<file path="config.mk">
export PLATFORM = sky130hd
export DESIGN_NAME = tmds_lane_sequencer
export DESIGN_NICKNAME = d
export VERILOG_FILES = /design/src/rtl/tmds_lane_sequencer.sv
export SDC_FILE = /design/constraint.sdc
export NUM_CORES = 1
export LEC_CHECK = 0
export CORE_ASPECT_RATIO = 1.75
export CORE_UTILIZATION = 53
export DETAILED_ROUTE_END_ITERATION = 8
export GPL_TIMING_DRIVEN = 0
export MAX_ROUTING_LAYER = met4
export PLACE_DENSITY = 0.76
export SLEW_MARGIN = 20
export SYNTH_ARGS = -nofsm -noshare
export SYNTH_HDL_FRONTEND = slang
export SYNTH_SLANG_ARGS = --single-unit
</file>
<file path="constraint.sdc">
create_clock -name serialclk -period 2.9 [get_ports serialclk]
set_input_delay 0.29 -clock serialclk [delete_from_list [all_inputs] [get_ports serialclk]]
set_output_delay 0.29 -clock serialclk [all_outputs]
set_load 0.05 [all_outputs]
</file>
<file path="src/rtl/tmds_lane_sequencer.sv">
// Word-rate controller for one TMDS/ODDR lane in the 5x serial clock domain.
// Sequences OFF -> QUIET -> TRAIN -> RUN and serialises words as DDR bit pairs.
`timescale 1ns/1ps
module tmds_lane_sequencer #(
    parameter int unsigned QUIET_WORDS = 16,
    parameter int unsigned TRAIN_WORDS = 64,
    parameter logic [9:0]  IDLE_WORD   = 10'b1101010100,
    parameter logic [9:0]  TRAIN_WORD  = 10'b1111100000
) (
    input  logic        serialclk,
    input  logic        rstn,
    input  logic        enable,
    input  logic [9:0]  pdata,
    input  logic        pvalid,
    output logic        pready,
    output logic        dout_h,
    output logic        dout_l,
    output logic        load,
    output logic [1:0]  state,
    output logic [15:0] underrun_cnt
);

    typedef enum logic [1:0] {
        OFF   = 2'd0,
        QUIET = 2'd1,
        TRAIN = 2'd2,
        RUN   = 2'd3
    } state_t;

    localparam logic [15:0] QW = 16'(QUIET_WORDS);
    localparam logic [15:0] TW = 16'(TRAIN_WORDS);

    state_t      st_q;
    state_t      st_d;
    logic [2:0]  phase_q;
    logic [15:0] cnt_q;
    logic [15:0] cnt_d;
    logic [15:0] ucnt_q;
    logic [4:0]  sh_h;
    logic [4:0]  sh_l;
    logic [9:0]  word_d;
    logic        boundary;
    logic        underrun;

    assign boundary = (phase_q == 3'd4);

    always_comb begin
        st_d  = st_q;
        cnt_d = cnt_q;
        if (!enable) begin
            st_d  = OFF;
            cnt_d = '0;
        end else begin
            unique case (st_q)
                OFF: begin
                    st_d  = (QW != 16'd0) ? QUIET :
                            (TW != 16'd0) ? TRAIN : RUN;
                    cnt_d = 16'd1;
                end
                QUIET: begin
                    if (cnt_q < QW) begin
                        cnt_d = cnt_q + 16'd1;
                    end else begin
                        st_d  = (TW != 16'd0) ? TRAIN : RUN;
                        cnt_d = 16'd1;
                    end
                end
                TRAIN: begin
                    if (cnt_q < TW) begin
                        cnt_d = cnt_q + 16'd1;
                    end else begin
                        st_d  = RUN;
                        cnt_d = 16'd1;
                    end
                end
                RUN: begin
                    cnt_d = (cnt_q == 16'hFFFF) ? cnt_q : cnt_q + 16'd1;
                end
            endcase
        end
    end

    // The word is chosen by the state being entered, so the first word
    // of a new state goes out on the same edge as the state change.
    always_comb begin
        word_d = '0;
        unique case (st_d)
            OFF:   word_d = '0;
            QUIET: word_d = IDLE_WORD;
            TRAIN: word_d = TRAIN_WORD;
            RUN:   word_d = pvalid ? pdata : IDLE_WORD;
        endcase
    end

    assign underrun = (st_d == RUN) && !pvalid;

    always_ff @(posedge serialclk) begin
        if (!rstn) begin
            phase_q <= '0;
            st_q    <= OFF;
            cnt_q   <= '0;
            ucnt_q  <= '0;
            sh_h    <= '0;
            sh_l    <= '0;
        end else begin
            phase_q <= boundary ? 3'd0 : phase_q + 3'd1;
            if (boundary) begin
                st_q  <= st_d;
                cnt_q <= cnt_d;
                sh_h  <= {word_d[8], word_d[6], word_d[4],
                          word_d[2], word_d[0]};
                sh_l  <= {word_d[9], word_d[7], word_d[5],
                          word_d[3], word_d[1]};
                if (underrun && ucnt_q != 16'hFFFF) begin
                    ucnt_q <= ucnt_q + 16'd1;
                end
            end else begin
                sh_h <= {1'b0, sh_h[4:1]};
                sh_l <= {1'b0, sh_l[4:1]};
            end
        end
    end

    assign dout_h       = sh_h[0];
    assign dout_l       = sh_l[0];
    assign load         = rstn && boundary;
    assign pready       = rstn && boundary && (st_d == RUN);
    assign state        = st_q;
    assign underrun_cnt = ucnt_q;

endmodule
</file>
Yosys cells after proc, flatten, opt, wreduce, memory -nomap -nowiden
Index checks and enable logic that the tools add are counted.
{"block": "op_classes", "add_sub_neg": 3, "order_cmp": 2, "eq_ne": 10, "n_mux": 13, "bitwise": 1, "reduce_logical": 11}
{"operator": "two-way mux 16 bit", "n": 4}
{"operator": "one-hot mux 16 bit (4 select lines)", "n": 1}
{"operator": "one-hot mux 10 bit (4 select lines)", "n": 1}
{"operator": "adder 16 x 1 -> 16 bit, second input constant", "n": 2}
{"operator": "== test 16 bit, second input constant", "n": 1}
{"operator": "< comparator 16 x 5 -> 1 bit, second input constant", "n": 1}
{"operator": "< comparator 16 x 7 -> 1 bit, second input constant", "n": 1}
{"operator": "!= test 16 bit, second input constant", "n": 1}
{"operator": "two-way mux 10 bit", "n": 1}
{"operator": "== test 2 bit, second input constant", "n": 4}
{"operator": "two-way mux 4 bit", "n": 2}
{"operator": "two-way mux 2 bit", "n": 3}
{"operator": "one-hot mux 2 bit (3 select lines)", "n": 1}
{"operator": "AND reduction 2 bit", "n": 3}
{"operator": "== test 2 x 1 -> 1 bit, second input constant", "n": 2}
{"operator": "logical AND 1 bit", "n": 4}
{"operator": "logical NOT 2 bit", "n": 2}
{"operator": "adder 3 x 1 -> 3 bit, second input constant", "n": 1}
{"operator": "== test 3 bit, second input constant", "n": 1}
{"operator": "!= test 3 bit, second input constant", "n": 1}
{"operator": "OR reduction 2 bit", "n": 1}
{"operator": "logical NOT 1 bit", "n": 1}
{"operator": "NOT 1 bit", "n": 1}
{"block": "word_totals", "ff_bits": 47, "wordCells": 48}

Longest topological paths before layout
{"block": "logic_depth", "ltp_word": 8, "depth_mapped": 9, "mapped_depth_nobuf": 7}

Least setup slack after synthesis
OpenSTA, ideal clock, no wires.
{"block": "synth_path", "path_kind": "register -> output", "from": "register phase_q[0]", "to": "output pready", "arrival_time_ps": 2290, "required_ps": 2610, "path_slack_ps": 320, "path_stages_with_launch": 8, "cell_sequence": "dfxtp_1 -> inv_1 -> ha_1 -> nand2_1 -> nor2_1 -> nand2_1 -> nor2_1 -> and2_1"}
{"block": "synth_between", "elab_chain_len": 3}
{"element": "from (decl)", "line": "35", "source": "logic [2:0] phase_q;"}
{"element": "from (signal assigned)", "line": "106", "source": "phase_q <= boundary ? 3'd0 : phase_q + 3'd1;"}
{"element": "== test 3 bit", "line": "45", "source": "assign boundary = (phase_q == 3'd4);"}
{"element": "logical AND 1 bit"}
{"element": "via load", "line": "18", "source": "output logic load,"}
{"element": "logical AND 1 bit", "line": "127", "source": "assign pready = rstn && boundary && (st_d == RUN);"}
{"element": "to (decl)", "line": "15", "source": "output logic pready,"}
The timed path passes the listed nets, and every way through them passes these cells.

Worst setup path in the final report
{"block": "layout_path", "from": "register cnt_q[11]", "to": "output pready"}
{"block": "layout_between", "elab_chain_len": 6, "word_cells_on_any_way": 8, "cone_classes": "order compare (2); eq/ne (1); mux (4); reduce/logical (1)"}
{"element": "from (decl)", "line": "36", "source": "logic [15:0] cnt_q;"}
{"element": "from (signal assigned)", "line": "109", "source": "cnt_q <= cnt_d;"}
{"element": "< comparator 16 x 7 -> 1 bit / < comparator 16 x 5 -> 1 bit (equally long branches)", "line": "69, 61"}
{"element": "two-way mux 2 bit (on tied branches)", "line": "69, 61"}
{"element": "one-hot mux 2 bit (3 select lines) (*)", "line": "54", "source": "unique case (st_q)"}
{"element": "two-way mux 2 bit (*)", "line": "50", "source": "if (!enable) begin"}
{"element": "== test 2 bit (*)", "line": "127"}
{"element": "logical AND 1 bit (*)", "line": "127"}
Mark *: on every way between the ends. The rest lies on a longest branch, timed or not.

==> metrics.md <==
| Metric | Value |
|---|---|
| Die area | `4730 um2` |
| Critical path arrival | `around 2.5 ns` |
| #FFs+latches synth | `47` |
| Fillcell total | `376` |
| Root Buffer | `clkbuf_8` |
| Yosys Warn Count | `0` |
| Initial antenna violation count | `0` |
| Clock sinks | `47` |
| Largest net degree at the start of global routing | `14` |
| Power Density | `397 nW/um2` |
| Max VDD drop | `around 0.00033 V` |
| CP required | `2.61 ns` |
| Core ar. | `4190 um2` |
| Setup Skew | `0.00605 ns` |
| Drc violations | `0` |
| CTS max path bufs | `2` |
| Synth cell types | `47` |
| RSZ-0062 raised after global routing | `no` |
| Fraction of registers with async set/reset | `0` |
| Post-synth top area cell | `dfxtp_1` |
| Placer Congestion | `1.00` |
| Hold Crit Class | `in2reg` |
| Routed len/inst | `15.7 um` |
| Ports | `36` |
| Crit start category | `register` |
| CTS tree | `built` |
| Chip height | `about 90 um` |
| 1st-pass router iterations | `4` |
| Slew HR | `0.646` |
| Final Setup Violations | `0` |
| Setup slack after layout | `0.158 ns` |
| Via count | `2264` |
| Total gr overflow | `0` |
| Hold_ws | `0.351 ns` |
| Register Area | `941 um2` |
| Most common cell in the netlist | `dfxtp_1` |
| Fmax | `365 MHz` |
| Port bufs | `34` |
| Row count | `31` |
| Layout cells sized above 1 | `0.0833` |
| Status | `finished, final reports clean` |
| Syn avg cell area | `between 8 and 9 um2` |
| CTS H-tree depth | `2` |
| Final period util | `0.946` |
| Chip Width | `52.4 um` |
| Multi-input gate area | `1350 um2` |
| Synth-to-layout area growth | `22.0%` |
| WS Path Type | `reg2out` |
| Setup TNS | `0 ns` |
| Mapped Cells | `283` |
| Largest cells by area after synthesis | `dfxtp_1 (40%), xnor2_1 (5.6%), nor2_1 (5.4%)` |
| Post-synthesis cell area | `2360 um2` |
| Worst slew pin tran | `0.531 ns` |
| Setup WS pre-CTS | `-0.304 ns` |
| Num CTS Buffers | `5` |
| Initial core utilization | `0.563` |
| Top cells by count, synth | `dfxtp_1 (47), nor2_1 (34), nand2_1 (24)` |
| Post-route ant nets | `0` |
| Fin crit period | `2.74 ns` |
| Synth top area share | `0.399` |
| ANT cells | `0` |
| Crit end category | `output pin` |
| First-pass GRT wire length | `a little under 10000 um` |
| Post-synth EDFFs | `0` |
| Crit-path max FO | `10` |
| Final wirelength | `between 5000 and 6000 um` |
| Max Cap Viol | `0` |
| Final hold vios | `0` |
| Syn nets | `301` |
| GRT Total Usage | `0.273` |
| Final HPWL DP | `4280 um` |
| Most used flip-flop cell after synthesis | `dfxtp_1` |
| Pins Over Slew Limit | `0` |
| Worst-skew pair later-pin latency | `0.30 ns` |
| Layout Nets | `342` |
| Number of global-route vias before repair | `2124` |
| CTS clk-pin slew, worst paths | `0.09 ns` |
| Vias/cell | `between 6 and 7` |
| Iteration-0 DRC count of the detailed router | `65` |
| Leakage Power | `1.00 nW` |
| Register area share after synthesis | `0.399` |
cells by family (layout without fill, tap and decap cells):
logic type      count (synthesis)  after routing  synth area share
buf+inv                        21             62            0.0398
compound gates                 48             48             0.137
simple gates                  144            144             0.330
mux                             4              4            0.0170
xor+xnor                       15             15            0.0557
fa+ha+maj                       4              4            0.0212
flops                          47             47             0.399
worst max-delay path, stage by stage (launching register included):
cell and delay (ns):
dfxtp_1 0.30, buf_2 0.18, nor4_4 0.45, nand4_1 0.24
o2bb2ai_2 0.22, nor2_1 0.23, and2_1 0.16, clkdlybuf4s15_2 0.36
area by class of cell:
cell class	instances	area share
plain buffers	13	0.0222
repair buffers	34	0.119
flip-flops and latches	47	0.327
clock inverters	1	0.00174
clock buffers	6	0.0287
well taps	49	0.0213
inverters	8	0.0104
multi-input cells	215	0.470
worst paths after layout:
kind	startpoint	to	slack, ns	depth (start not counted)
min reg2reg	sh_h[4]	sh_h[3]	0.44	2
min	enable	sh_l[2]	0.35	3
max reg2reg	state[1]	cnt_q[6]	0.63	7
max	cnt_q[11]	pready	0.16	7
cell usage in the layout (no fill, tap or decap), drive strengths merged, types with 2 or more instances in the layout:
cell type      synthesis  routed
and4                   4       4
nor2b                  2       2
nand2b                 5       5
o21ai                 15      15
or3                    7       7
nor4                  11      11
a21oi                 11      11
nand3                 14      14
a32o                   3       3
a41oi                  2       2
mux2i                  4       4
and3                   5       5
xnor2                 15      15
a31oi                  4       4
nand4                 13      13
nor2                  34      34
clkdlybuf4s50          0      33
buf                    7       7
o31ai                  3       3
ha                     4       4
and2                   4       4
or2                    2       2
nand2                 24      24
inv                    8       8
clkbuf                 6      12
nor3                  11      11
dfxtp                 47      47
or4                    3       3
power breakdown:
part / switching [W] / internal, W
logic: 0.0000430 / 0.0000315
registers: 0.00000485 / 0.000653
clock network: 0.000220 / 0.000188
metal layers:
layer	global-route usage	wire (um)	vias to the layer above
met2	0.474	3140	60
met3	0.0389	235	15
met4	0.132	199	0
met1	0.287	2260	1078
met5	-	0	-
li1	-	-	1111
through the flow:
| step | util | total power [W] | cell area (um2) | instances |
|---|---|---|---|---|
| 3_5_place_dp | 0.659 | 0.000748 | 2760 | 366 |
| 2_1_floorplan | - | 0.000714 | 2360 | 283 |
| 3_3_place_gp | 0.659 | 0.000747 | 2760 | 366 |
| 4_1_cts | 0.683 | 0.00115 | 2860 | 373 |
| 6_report | 0.686 | 0.00114 | 2880 | 373 |
| 5_1_grt | 0.686 | 0.00118 | 2880 | 373 |
timing repair:
item,in CTS,in global routing
buffers inserted,0,0
endpoints found under the setup margin,1,1
resized for setup,5,2
hold buffers,0,0
sequential cells by signal, indices dropped and copies added (netlist names):
register	cells
cnt_q	16
underrun_cnt	16
sh_h	5
sh_l	5
phase_q	3
state	2
(Power assumes the default switching activity.)
